## src/rtl/transfer_pkg.sv

```systemverilog
`default_nettype none
// ============================================================================
//  Module   : transfer_pkg
//  Purpose  : Shared packet layout, state encoding and helpers for the
//             key-value transfer link (transmit and receive sides).
//  Revision : 1.0
// ============================================================================
package transfer_pkg;

   // Packet geometry: three big-endian 32-bit fields, 12 bytes total.
   localparam int unsigned PKT_BYTES = 12;
   localparam int unsigned PKT_W     = PKT_BYTES * 8;

   // Byte offset of each field inside the packet.
   localparam int unsigned OFF_FROM  = 0;
   localparam int unsigned OFF_TO    = 4;
   localparam int unsigned OFF_AMT   = 8;

   // Byte value carried by preamble toggles (discarded by the receiver).
   localparam logic [7:0]  PRE_BYTE  = 8'h00;

   // Transmitter sequencing states.
   typedef enum logic [1:0] {
      ST_PRE  = 2'd0,
      ST_IDLE = 2'd1,
      ST_SEND = 2'd2
   } state_e;

   // Lays the three fields out so that byte 0 sits in the top 8 bits.
   function automatic logic [PKT_W-1:0] pack_pkt(
      input logic [31:0] from_key,
      input logic [31:0] to_key,
      input logic [31:0] amount
   );
      logic [PKT_W-1:0] pkt;
      pkt = '0;
      pkt[PKT_W-1-OFF_FROM*8 -: 32] = from_key;
      pkt[PKT_W-1-OFF_TO*8   -: 32] = to_key;
      pkt[PKT_W-1-OFF_AMT*8  -: 32] = amount;
      return pkt;
   endfunction

endpackage
`default_nettype wire

```

## src/rtl/transfer_pacer.sv

```systemverilog
`default_nettype none
// ============================================================================
//  Module   : transfer_pacer
//  Purpose  : Byte-gap counter. Counts cycles since the last strobe toggle
//             and saturates once BYTE_GAP-1 is reached, flagging gap_ok_o.
//  Revision : 1.0
// ============================================================================
module transfer_pacer #(
   parameter int unsigned BYTE_GAP = 4
) (
   input  logic tick_in,
   input  logic rst_n,
   input  logic fire_i,
   output logic gap_ok_o
);

   localparam logic [7:0] GAP_LAST = 8'(BYTE_GAP - 1);

   logic [7:0] cnt_q;
   logic [7:0] cnt_d;

   // Counter stops at GAP_LAST, so equality is enough to mean "elapsed".
   assign gap_ok_o = (cnt_q == GAP_LAST);

   // Restart on every toggle, otherwise count up until saturated.
   always_comb begin
      cnt_d = cnt_q;
      if (fire_i) begin
         cnt_d = 8'd0;
      end else if (!gap_ok_o) begin
         cnt_d = cnt_q + 8'd1;
      end
   end

   // Counter register.
   always_ff @(posedge tick_in or negedge rst_n) begin
      if (!rst_n) begin
         cnt_q <= 8'd0;
      end else begin
         cnt_q <= cnt_d;
      end
   end

endmodule
`default_nettype wire

```

## src/rtl/transfer_tx.sv

```systemverilog
`default_nettype none
// ============================================================================
//  Module   : transfer_tx
//  Purpose  : Transfer-request serializer. Sends a preamble after reset,
//             then emits each accepted request as a 12-byte packet on the
//             byte/toggle-strobe link with a fixed minimum byte spacing.
//  Revision : 1.0
// ============================================================================
module transfer_tx #(
   parameter int unsigned BYTE_GAP = 4,
   parameter int unsigned PREAMBLE = 2
) (
   input  logic        tick_in,
   input  logic        rst_n,
   input  logic        req_valid,
   output logic        req_ready,
   input  logic [31:0] from_key,
   input  logic [31:0] to_key,
   input  logic [31:0] amount,
   output logic [7:0]  byte_out,
   output logic        newbyt,
   output logic        busy,
   output logic [15:0] pkt_count
);
   import transfer_pkg::*;

   localparam logic [3:0] LAST_BYTE = 4'(PKT_BYTES - 1);
   localparam logic [3:0] LAST_PRE  = 4'(PREAMBLE - 1);
   localparam bit         HAS_PRE   = (PREAMBLE != 0);

   state_e           state_q, state_d;
   logic             pend_full_q, pend_full_d;
   logic [PKT_W-1:0] pend_q, pend_d;
   logic [PKT_W-1:0] shift_q, shift_d;
   logic [3:0]       bcnt_q, bcnt_d;
   logic [3:0]       pcnt_q, pcnt_d;
   logic [7:0]       byte_q, byte_d;
   logic             tog_q, tog_d;
   logic [15:0]      pkt_q, pkt_d;
   logic             fire;
   logic             gap_ok;
   logic             accept;

   transfer_pacer #(
      .BYTE_GAP (BYTE_GAP)
   ) u_pacer (
      .tick_in  (tick_in),
      .rst_n    (rst_n),
      .fire_i   (fire),
      .gap_ok_o (gap_ok)
   );

   assign req_ready = !pend_full_q && (state_q != ST_PRE);
   assign accept    = req_valid && req_ready;
   assign byte_out  = byte_q;
   assign newbyt    = tog_q;
   assign pkt_count = pkt_q;
   assign busy      = (state_q == ST_PRE) || pend_full_q || (state_q == ST_SEND);

   // Next-state logic: request capture, preamble, packet load and byte emission.
   always_comb begin
      state_d     = state_q;
      pend_full_d = pend_full_q;
      pend_d      = pend_q;
      shift_d     = shift_q;
      bcnt_d      = bcnt_q;
      pcnt_d      = pcnt_q;
      byte_d      = byte_q;
      pkt_d       = pkt_q;
      fire        = 1'b0;

      // Capture never collides with a load: ready is low while pending is full.
      if (accept) begin
         pend_d      = pack_pkt(from_key, to_key, amount);
         pend_full_d = 1'b1;
      end

      case (state_q)
         ST_PRE: begin
            if (!HAS_PRE) begin
               state_d = ST_IDLE;
            end else if (gap_ok) begin
               fire   = 1'b1;
               byte_d = PRE_BYTE;
               pcnt_d = pcnt_q + 4'd1;
               if (pcnt_q == LAST_PRE) begin
                  state_d = ST_IDLE;
               end
            end
         end
         ST_IDLE: begin
            // Load and emit byte 0 on the same edge so an accepted request
            // with the gap already elapsed starts on the very next edge.
            if (pend_full_q && gap_ok) begin
               fire        = 1'b1;
               byte_d      = pend_q[PKT_W-1 -: 8];
               shift_d     = pend_q << 8;
               bcnt_d      = 4'd1;
               pend_full_d = 1'b0;
               state_d     = ST_SEND;
            end
         end
         ST_SEND: begin
            if (gap_ok) begin
               fire    = 1'b1;
               byte_d  = shift_q[PKT_W-1 -: 8];
               shift_d = shift_q << 8;
               if (bcnt_q == LAST_BYTE) begin
                  pkt_d  = pkt_q + 16'd1;
                  bcnt_d = 4'd0;
                  // Chain straight into the next packet to avoid an idle gap.
                  if (pend_full_q) begin
                     shift_d     = pend_q;
                     pend_full_d = 1'b0;
                  end else begin
                     shift_d = '0;
                     state_d = ST_IDLE;
                  end
               end else begin
                  bcnt_d = bcnt_q + 4'd1;
               end
            end
         end
         default: begin
            state_d = ST_PRE;
         end
      endcase

      tog_d = tog_q ^ fire;
   end

   // State and datapath registers; reset drops any partial or pending packet.
   always_ff @(posedge tick_in or negedge rst_n) begin
      if (!rst_n) begin
         state_q     <= ST_PRE;
         pend_full_q <= 1'b0;
         pend_q      <= '0;
         shift_q     <= '0;
         bcnt_q      <= 4'd0;
         pcnt_q      <= 4'd0;
         byte_q      <= PRE_BYTE;
         tog_q       <= 1'b0;
         pkt_q       <= 16'd0;
      end else begin
         state_q     <= state_d;
         pend_full_q <= pend_full_d;
         pend_q      <= pend_d;
         shift_q     <= shift_d;
         bcnt_q      <= bcnt_d;
         pcnt_q      <= pcnt_d;
         byte_q      <= byte_d;
         tog_q       <= tog_d;
         pkt_q       <= pkt_d;
      end
   end

endmodule
`default_nettype wire
```

## config.mk

```make
export PLATFORM = sky130hd
export DESIGN_NAME = transfer_tx
export DESIGN_NICKNAME = d
export VERILOG_FILES = /design/src/rtl/transfer_pkg.sv /design/src/rtl/transfer_pacer.sv /design/src/rtl/transfer_tx.sv
export SDC_FILE = /design/constraint.sdc
export NUM_CORES = 1
export LEC_CHECK = 0
export CORE_ASPECT_RATIO = 1.4
export CORE_MARGIN = 5
export CORE_UTILIZATION = 30
export DETAILED_ROUTE_END_ITERATION = 6
export SLEW_MARGIN = 0
export SYNTH_ARGS = -nofsm -noshare
export SYNTH_HDL_FRONTEND = slang
export SYNTH_SLANG_ARGS = --single-unit
```

## constraint.sdc

```tcl
create_clock -name tick_in -period 5.9 [get_ports tick_in]
set_clock_uncertainty 0.15 [all_clocks]
set_input_delay 0.885 -clock tick_in [delete_from_list [all_inputs] [get_ports tick_in]]
set_output_delay 0.885 -clock tick_in [all_outputs]
set_load 0.02 [all_outputs]
```

Word level (Yosys, flattened, before mapping) --
Index checks and enable logic that the tools add are counted.
Storage, ports and cells: bits in writable memories 0, logic and storage cells 74, flip-flop bits (word level) 236, bits of input ports 99, memory bits (read-only) 0, output and inout port bits 27, memories kept 0, latch bits 0
Cells by class: order comparisons 0, bitwise logic cells 1, eq/ne operators 12, divide/modulo/power cells 0, multiplexer cells 31, shifts and indexed selects 0, add/subtract/negate cells 4, multiply operators 0, reduce and logical (&&, ||, !) cells 16
Operators by type and width (count):
- $mux W96 | 4
- $pmux W96 S2 | 1
- $mux W8 | 5
- $pmux W8 S3 | 1
- $add A16 B1 Y16 const B | 1
- $mux W2 | 6
- $mux W4 | 3
- $ne A2 B2 Y1 const B | 5
- $add A4 B1 Y4 const B | 2
- $add A8 B1 Y8 const B | 1
- $eq A8 B2 Y1 const B | 1
- $pmux W4 S2 | 1
- $mux W1 | 7
- $pmux W2 S3 | 1
- $reduce_and A3 Y1 | 2
- $reduce_and A6 Y1 | 1
- $eq A4 B1 Y1 const B | 1
- $eq A4 B4 Y1 const B | 1
- $ne A2 B1 Y1 const B | 2
- $pmux W1 S2 | 2
- $reduce_and A4 Y1 | 1
- $reduce_bool A2 Y1 | 2
- $logic_and A1 B1 Y1 | 3
- $reduce_bool A3 Y1 | 1
- other kinds (8) | 9

Longest topological paths before layout --
Gate-level depths: netlist of the first run.
depth after elaboration 8, depth in mapped cells 10, mapped depth without buffers 6

Cells and area by module --
A second synthesis of the first run with hierarchy kept.
Unflattened totals: cell total of the unflattened synthesis 1128, area total of the unflattened synthesis 11400.9 sq um
Modules (own cells, without submodules):
- transfer_tx | area an instance 10971.8 sq um, times used 1, seq. area each 5705.5 sq um, cells each 1087
- transfer_pacer | area an instance 429.2 sq um, times used 1, seq. area each 200.2 sq um, cells each 41

Worst setup path after synthesis of the first run --
No wires, ideal clock.
kind register to output, start register state_q[0], end output busy, required time 4.865 ns, stages on the path, launching flop included 6, data arrival time 1.450 ns, buffers on the path 2, setup slack 3.415 ns, path through dfrtp_1 > inv_1 > ha_1 > buf_2 > buf_1 > or3_1
On the way: cells in the longest elaborated chain, start to end 3, elaborated cells between the ends (all ways) 4, those cells by class eq/ne (1); reduce/logical (3)
RTL lines:
- start: declaration | line transfer_tx.sv:31 | state_e state_q, state_d;
- start signal: assignment | line transfer_tx.sv:145 | state_q <= state_d;
- $logic_not A2 Y1 | line transfer_tx.sv:58 | assign busy = (state_q == ST_PRE) || pend_full_q || (state_q == ST_SEND);
- $logic_or A1 B1 Y1 | line transfer_tx.sv:58
- $logic_or A1 B1 Y1 (*) | line transfer_tx.sv:58
- end: declaration | line transfer_tx.sv:22 | output logic busy,
Every way passes the cells marked *; elsewhere a longest branch is shown, timed or not.

Final worst setup path of the first run --
Ends and elaborated chain as after synthesis.

==> results of run 1 <==
-- final cells by class --
| cell class | count | share of cell area (%) |
|---|---|---|
| clock buffer | 35 | 5.559 |
| inverter | 7 | 0.2107 |
| sequential | 236 | 47.36 |
| multi-input combinational | 527 | 31.26 |
| clock inverter | 6 | 0.4917 |
| timing repair buffer | 133 | 10.66 |
| tap | 445 | 4.465 |
-- per-stage QoR --
| stage | area [um2] | worst slack [ps] | instances |
|---|---|---|---|
| global route | 12470 | 2048 | 1389 |
| finish | 12470 | 2341 | 1389 |
| global placement | 11720 | 2484 | 1348 |
| detailed placement | 11720 | 2425 | 1348 |
| CTS | 12470 | 2302 | 1389 |
| floorplan | 10080 | 3415 | 838 |
-- layer usage --
layer | up-vias | GRT usage (%) | share of wire, %
li1 | 3345 | - | -
met1 | 3598 | 17.36 | 42
met2 | 222 | 22.48 | 50
met3 | 37 | 2.091 | 5.1
met4 | 0 | 4.591 | 2.7
met5 | - | 0 | 0
-- Yosys cell counts --
master,instances
sky130_fd_sc_hd__nand3_1,16
sky130_fd_sc_hd__nor4b_4,1
sky130_fd_sc_hd__nor2b_1,2
sky130_fd_sc_hd__a22o_1,17
sky130_fd_sc_hd__nand2b_1,1
sky130_fd_sc_hd__nand2_1,118
sky130_fd_sc_hd__and4_1,2
sky130_fd_sc_hd__o31ai_1,1
sky130_fd_sc_hd__inv_1,6
sky130_fd_sc_hd__inv_2,1
sky130_fd_sc_hd__dfrtp_1,236
sky130_fd_sc_hd__mux2_2,100
sky130_fd_sc_hd__buf_6,1
sky130_fd_sc_hd__o32ai_1,1
sky130_fd_sc_hd__clkbuf_1,47
sky130_fd_sc_hd__buf_1,3
sky130_fd_sc_hd__and3_1,5
sky130_fd_sc_hd__and2_1,4
sky130_fd_sc_hd__xor2_1,10
sky130_fd_sc_hd__xnor2_1,14
sky130_fd_sc_hd__a21oi_1,3
sky130_fd_sc_hd__or4_1,1
sky130_fd_sc_hd__o2bb2ai_1,1
sky130_fd_sc_hd__a2111o_1,1
sky130_fd_sc_hd__a21o_1,1
sky130_fd_sc_hd__nor4_1,2
sky130_fd_sc_hd__nor3_1,5
sky130_fd_sc_hd__ha_1,10
sky130_fd_sc_hd__nand4_1,6
sky130_fd_sc_hd__o2111ai_1,1
sky130_fd_sc_hd__nor3b_1,1
sky130_fd_sc_hd__and4b_1,1
sky130_fd_sc_hd__nor2_1,10
sky130_fd_sc_hd__buf_2,17
sky130_fd_sc_hd__a222oi_1,88
sky130_fd_sc_hd__o21ai_0,99
sky130_fd_sc_hd__or3_1,2
sky130_fd_sc_hd__a31o_2,1
sky130_fd_sc_hd__a31oi_1,2
-- registers in the layout (all words and copies together), names as in the netlist --
name,count
bcnt_q,4
byte_out,8
newbyt,1
pcnt_q,4
pend_full_q,1
pend_q,96
pkt_count,16
shift_q,96
state_q,2
u_pacer.cnt_q,8
-- critical path: stages (launching register included) --
cell and delay [ps]:
sky130_fd_sc_hd__dfrtp_1 430, sky130_fd_sc_hd__inv_1 100, sky130_fd_sc_hd__ha_1 600, sky130_fd_sc_hd__or3_1 230, sky130_fd_sc_hd__clkdlybuf4s50_1 630
-- where the power goes --
part | leakage [uW] | total, uW | internal, uW | switching [uW]
Clock | 0.000368 | 1470 | 855 | 619
Combinational | 0.00185 | 1920 | 1050 | 867
Sequential | 0.00295 | 2990 | 2340 | 647
-- kinds of logic (layout without fill, tap and decap cells) --
group                    Yosys count  in the layout
AO/OA/AOI/OAI                    216            216
XOR/XNOR                          24             24
adder cells (fa/ha/maj)           10             10
buffers and inverters             75            181
flip-flops                       236            236
multiplexers                     100            100
AND/OR/NAND/NOR                  177            177
-- path summary, 6_finish.rpt --
path                                      startpoint                   endpoint  depth (start not counted)
max                           state_q[0]$_DFFE_PN0P_                       busy                          4
min                                            rst_n     pend_q[36]$_DFFE_PN0P_                          1
max reg2reg                   state_q[0]$_DFFE_PN0P_    shift_q[92]$_DFFE_PN0P_                          7
min reg2reg                pkt_count[15]$_DFFE_PN0P_  pkt_count[15]$_DFFE_PN0P_                          1
max in group asynchronous                      rst_n    shift_q[46]$_DFFE_PN0P_                          2
min in group tick_in       pkt_count[15]$_DFFE_PN0P_  pkt_count[15]$_DFFE_PN0P_                          1
==> summary by stage, run 1 <==
Synth
The simple-gate portion of the synthesized area is 7.832%. In this run, distinct cell masters in the synthesized netlist total 39. The largest area contributor in the synthesized netlist is sky130_fd_sc_hd__dfrtp_1. The area share of the largest cell type after synthesis is 58.58%. A synthesized cell averages 12.03 um2. The dominant combinational cell family by area after synthesis is compound AO/OA/AOI/OAI gates. Of the total synthesized cell area, the portion taken by XOR and XNOR cells is 2.085%. By area the synthesized netlist is led by sky130_fd_sc_hd__dfrtp_1, sky130_fd_sc_hd__mux2_2, sky130_fd_sc_hd__a222oi_1, sky130_fd_sc_hd__o21ai_0, sky130_fd_sc_hd__nand2_1. The multiplexer area fraction after synthesis is 11.17%. After technology mapping, the gate count stands at 838.

The synthesized design contains 236 register bits. The synthesized netlist devotes 16.01% of its cell area to compound gates. The mapped cell area is 10080 um2. The net count after synthesis is 947.

The proportion of synthesized chip area in sequential cells is 58.58%. Of the total synthesized cell area, the portion taken by full adders, half adders and majority gates is 1.241%. Yosys printed 0 warnings.

Finish
The register area is 5906 um2. The most common cell after layout, fill and taps aside is sky130_fd_sc_hd__dfrtp_1. At the end of the flow, the number of nets in the layout was 1038.

The area growth from synthesis to layout is 23.69%. The fraction of final layout cells sized beyond drive strength 1 is 15.89%. Fill cells in the final layout number 3271.

Summing all multi-input logic gate instances after layout gives 3897 um2. Leaving out fill and tap cells, the most frequent cells in the layout are sky130_fd_sc_hd__dfrtp_1, sky130_fd_sc_hd__clkdlybuf4s50_1, sky130_fd_sc_hd__nand2_1. The final core area utilization is 37.55%. The final antenna diode count is 0.

Global route
Summed over all layers, the global routing overflow is 0. The via count of the first global-routing pass came to 7278. In the global route stage, overall resource usage came out at 13.30%. The wire length of the first global-routing pass is 40100 um. The initial antenna violation count is 0.

Entering global routing, the biggest net connects 132 pins.

Clock network
In this run, CTS created clock tree buffers numbering 24. The tree is rooted in a sky130_fd_sc_hd__clkbuf_16. The clock tree buffer depth is 3.

Once the clock tree was built, the resizer swapped 0 gates to a different size. After clock tree synthesis, the setup repair step added 0 buffers. The clock-pin slew of the registers on the worst-case setup and hold paths is 60 ps. The total of hold buffers inserted after clock tree synthesis is 0. CTS built an H-tree with a depth of 1. The count of clock tree sinks is 236. For the worst-skew pair, the clock arrives at the later sink with an insertion delay of 530 ps. The CTS tree is yes.

Setup path
The maximum fanout encountered on the critical timing path is 19. Across all register-to-register paths, the minimum setup slack is 2400 ps. The kind of capture point of the worst setup path is an output port. The worst setup path is launched from a flip-flop. The worst setup path category is flip-flop to output port.

The required arrival time at the worst endpoint is 4870 ps. At the worst endpoint, the arrival time is 2520 ps.

Routing
The first detailed-routing pass took 7 iterations. In the routed layout, each cell is associated on average with a via count of 5.185. The violation count after the first detailed-route iteration is 901. The DRC violation count after routing is 29. The routed wirelength normalized by instance count is 18.16 um.

Across all layers, the routed design uses 7202 vias. The sum of routed wire length over all layers is 25230 um. The final antenna-violating net count is 0.

Timing
At the pin with the least slew margin, the transition time is 946.7 ps. Measured against its own limit, the worst slew margin works out to 36.88%. Final hold analysis gives a worst-case slack of 260.7 ps.

The final number of setup-violating endpoints is 0. The number of failing hold endpoints at the final stage is 0. The number of pins with negative max-slew slack in the final report was 0.

Setup repair after global routing left no endpoint under its margin. The final critical delay including setup and external delays is 3559 ps. Static timing analysis puts the maximum clock frequency at 280.9 MHz.

The post-route clock period utilization is 60.33%. For the final routed database, the setup TNS stands at 0 ps.

Die
The width of the chip is 164.9 um. The effective utilization at floorplan is 30.35%. The core area is 33210 um2. The y dimension of the die is 226.9 um.

For this design the top-level I/O count stands at 126. The die covers 37420 um2. The initialized floorplan defines 79 standard-cell rows.

Run status
The checks that failed: DRC. The flow ran to the end, but the final reports show violations.

Placement
The wire-length estimate of the detail-placed layout is 16400 um. The count of buffers from port buffering is 125. At the end of routability-driven placement, the weighted congestion stood at 0.7760.

Pwr
The peak supply drop is 0.2166 mV. The static power due to leakage is 0.005162 uW. The completed layout was analyzed and its total power is 6376 uW.

The power density relative to cell area is 511.4 nW/um2.

Hold path
The path class of the tightest hold or removal check is input port to asynchronous set/reset pin.

Flow run
Max-cap violations in this run came to 0.
(Power assumes the default switching activity.)
==> run 2: changes to the inputs <==
- clock period: 5.9 -> 3.1 ns (I/O delays scaled with it)
==> summary by stage, run 2 (same netlist as run 1, synthesis figures left out) <==
Clock network
The clock-pin slew of the registers on the worst-case setup and hold paths is 60 ps (about the same). The total setup buffers inserted after CTS came to 0 (unchanged). The total of hold buffers inserted after clock tree synthesis was 1 (was 0).

The count of clock tree sinks is 236 (unchanged). The depth of the CTS H-tree was 1 (unchanged). The CTS tree is yes (unchanged).

The clock tree buffer depth came to 3 (unchanged). The clock insertion delay at the later pin of the skew report is 530 ps (about the same). The number of buffers created by CTS came to 26 (was 24).

The root buffer cell is sky130_fd_sc_hd__clkbuf_16 (unchanged). The post-cts sizing count came to 0 (unchanged).

Finish
The final core area utilization is 38.41% (was 37.55%). The fraction of final layout cells sized beyond drive strength 1 is 17.63% (was 15.89%). The final-layout fill cell count is 3248 (was 3271).

The growth of design area from synthesis to finish is 26.55% (was 23.69%). Most used cells in the layout excluding fill and tap cells: sky130_fd_sc_hd__dfrtp_1, sky130_fd_sc_hd__clkdlybuf4s50_1, sky130_fd_sc_hd__nand2_1 (unchanged). The most common cell after layout, fill and taps aside is sky130_fd_sc_hd__dfrtp_1 (unchanged).

The final net count is 1060 (was 1038).

Timing
The top achievable clock speed is 341.1 MHz. After layout, the minimum clock period comes to 2932 ps. The post-route clock period utilization is 94.57%. The slew of the pin with the lowest slew margin is 708.2 ps (was 946.7 ps).

The number of pins with negative max-slew slack in the final report is 0 (unchanged). The number of failing hold endpoints at the final stage is 0 (unchanged). The final number of setup-violating endpoints is 0 (unchanged). The final sum of negative setup slack is 0 ps (unchanged). Unrepaired setup endpoints after global routing: no (unchanged). The worst max-slew margin expressed relative to the limit is 52.79% (was 36.88%).

Pwr
The peak supply drop came to 0.4457 mV (was 0.2166 mV). The power density relative to cell area is 978.0 nW/um2 (was 511.4 nW/um2). The static power due to leakage is 0.005318 uW (was 0.005162 uW).

Setup path
The startpoint class of the critical path is a flip-flop (unchanged). The worst setup path category is flip-flop to output port (unchanged). The critical path data arrival time is 2320 ps (was 2520 ps). The maximum fanout encountered on the critical timing path was 8 (was 19).

The start of the worst register-to-register path was state_q[0]$_DFFE_PN0P_ (unchanged). The biggest cell delay along the critical path came to 560 ps (was 630 ps). Critical path, cell by cell: inv_1, ha_1, or3_1, clkdlybuf4s50_1 (unchanged). The kind of capture point of the worst setup path is an output port (unchanged). The timing startpoint of the critical path is state_q[0]$_DFFE_PN0P_ (unchanged).

The slowest library cell on the worst path is sky130_fd_sc_hd__clkdlybuf4s50_1 (unchanged). The number of cells traversed by the worst register-to-register path is 6 (was 7). The required arrival time at the worst endpoint was 2480 ps (was 4870 ps).

Global route
The via count of the first global-routing pass is 7359 (was 7278). The initial antenna violation count is 0 (unchanged). The wire length of the first global-routing pass was 40820 um (was 40100 um).

The total routing usage reported by global routing came to 13.56% (was 13.30%). The overall overflow remaining after global route is 0 (unchanged). The maximum number of pins on one net before global-route repair is 86 (was 132).

Die
The site row count is 79 (unchanged). The effective utilization at floorplan came to 30.35% (unchanged). The core area is 33210 um2 (unchanged).

The area of the die is 37420 um2 (unchanged). The I/O pin total is 126 (unchanged). The width of the chip is 164.9 um (unchanged). The y dimension of the die is 226.9 um (unchanged).

Flow run
The max-cap check violation count is 0 (unchanged).

Run status
Outcome: finished, violations left (unchanged). Violated checks: DRC (unchanged).

Routing
The ratio of routed vias to standard cells came to 5.167 (was 5.185). The final antenna-violating net count came to 0 (unchanged). The DRC violation count after routing is 102 (was 29). The violation count after the first detailed-route iteration is 958 (was 901). The routed via count is 7317 (was 7202). The routed wirelength normalized by instance count is 18.13 um (was 18.16 um).

The first-pass iteration count of the detailed router came to 7 (unchanged). The sum of routed wire length over all layers is 25680 um (was 25230 um).

Hold path
The class of the worst hold path is flip-flop to flip-flop (was input port to asynchronous set/reset pin). Along the worst hold path, the cell count comes to 1. The worst hold path begins at newbyt$_DFF_PN0_.

Placement
The post-DP HPWL was 17490 um (was 16400 um). The count of buffers from port buffering came to 125 (unchanged). The global placer's final weighted congestion is 0.7797 (was 0.7760).
==> run 2: cell types whose count changed in the layout (fill, tap and decap cells not counted), moves of 2 or more <==
cell / change
sky130_fd_sc_hd__buf_12: +4
sky130_fd_sc_hd__clkbuf_1: +4
sky130_fd_sc_hd__buf_4: +15
sky130_fd_sc_hd__clkbuf_16: +2
sky130_fd_sc_hd__clkbuf_8: +2
==> run 2: through the flow <==
stage	cell area, um2	power (uW)	std cells	setup WS (ps)	hold WS [ps]
after global routing	12750	13300	1415	69.98	324.8
final	12760	12480	1416	168.3	313.8
after CTS	12750	12630	1415	125.2	320.3
after global placement	11910	9396	1367	548.1	306.6
after detailed placement	11910	9510	1367	429.6	309.7
after floorplan	10080	8061	838	629.9	19.41
==> run 2: area by class of cell <==
type                            count  area, um2  share of cell area [%]
Antenna cell                        1      2.502                 0.01962
Clock buffer                       43      785.8                   6.159
Clock inverter                      4      51.30                  0.4021
Inverter                            7      26.28                  0.2060
Multi-Input combinational cell    527       3897                   30.55
Sequential cell                   236       5906                   46.29
Tap cell                          445      556.8                   4.364
Timing Repair Buffer              153       1531                   12.00
==> run 2: final timing paths <==
check / end / slack, ps
setup / recovery: busy / 170
min in group asynchronous: pend_q[39]$_DFFE_PN0P_ / 350
hold reg to reg: newbyt$_DFF_PN0_ / 310
setup reg to reg: shift_q[6]$_DFFE_PN0P_ / 420
max in group asynchronous: u_pacer.cnt_q[6]$_DFFE_PN0P_ / 1570
hold / removal: newbyt$_DFF_PN0_ / 310
==> run 2: per-layer routing <==
metal / global-route usage [%] / routed length (um)
met5: 0 / 0
met2: 22.48 / 12960
met4: 5.503 / 785
met3: 2.000 / 1375
met1: 17.81 / 10560
==> run 2: power by group <==
part	leakage, uW	switching (uW)	total (uW)	internal (uW)
sequential	0.00295	1240	5690	4450
combinational	0.00196	1680	3760	2090
clock	0.000410	1220	3020	1810
==> run 2: worst max-delay path: cells and delay by family, from the launching register on <==
family,cells,cell delay (ps)
fa+ha+maj,1,320
flops,1,410
simple gates,1,420
buf+inv,2,640
==> run 3: changes to the inputs <==
- TNS_END_PERCENT: unset -> 30
==> results of run 3 <==
No change in the layout: final DEF, timing and power equal those of run 2.
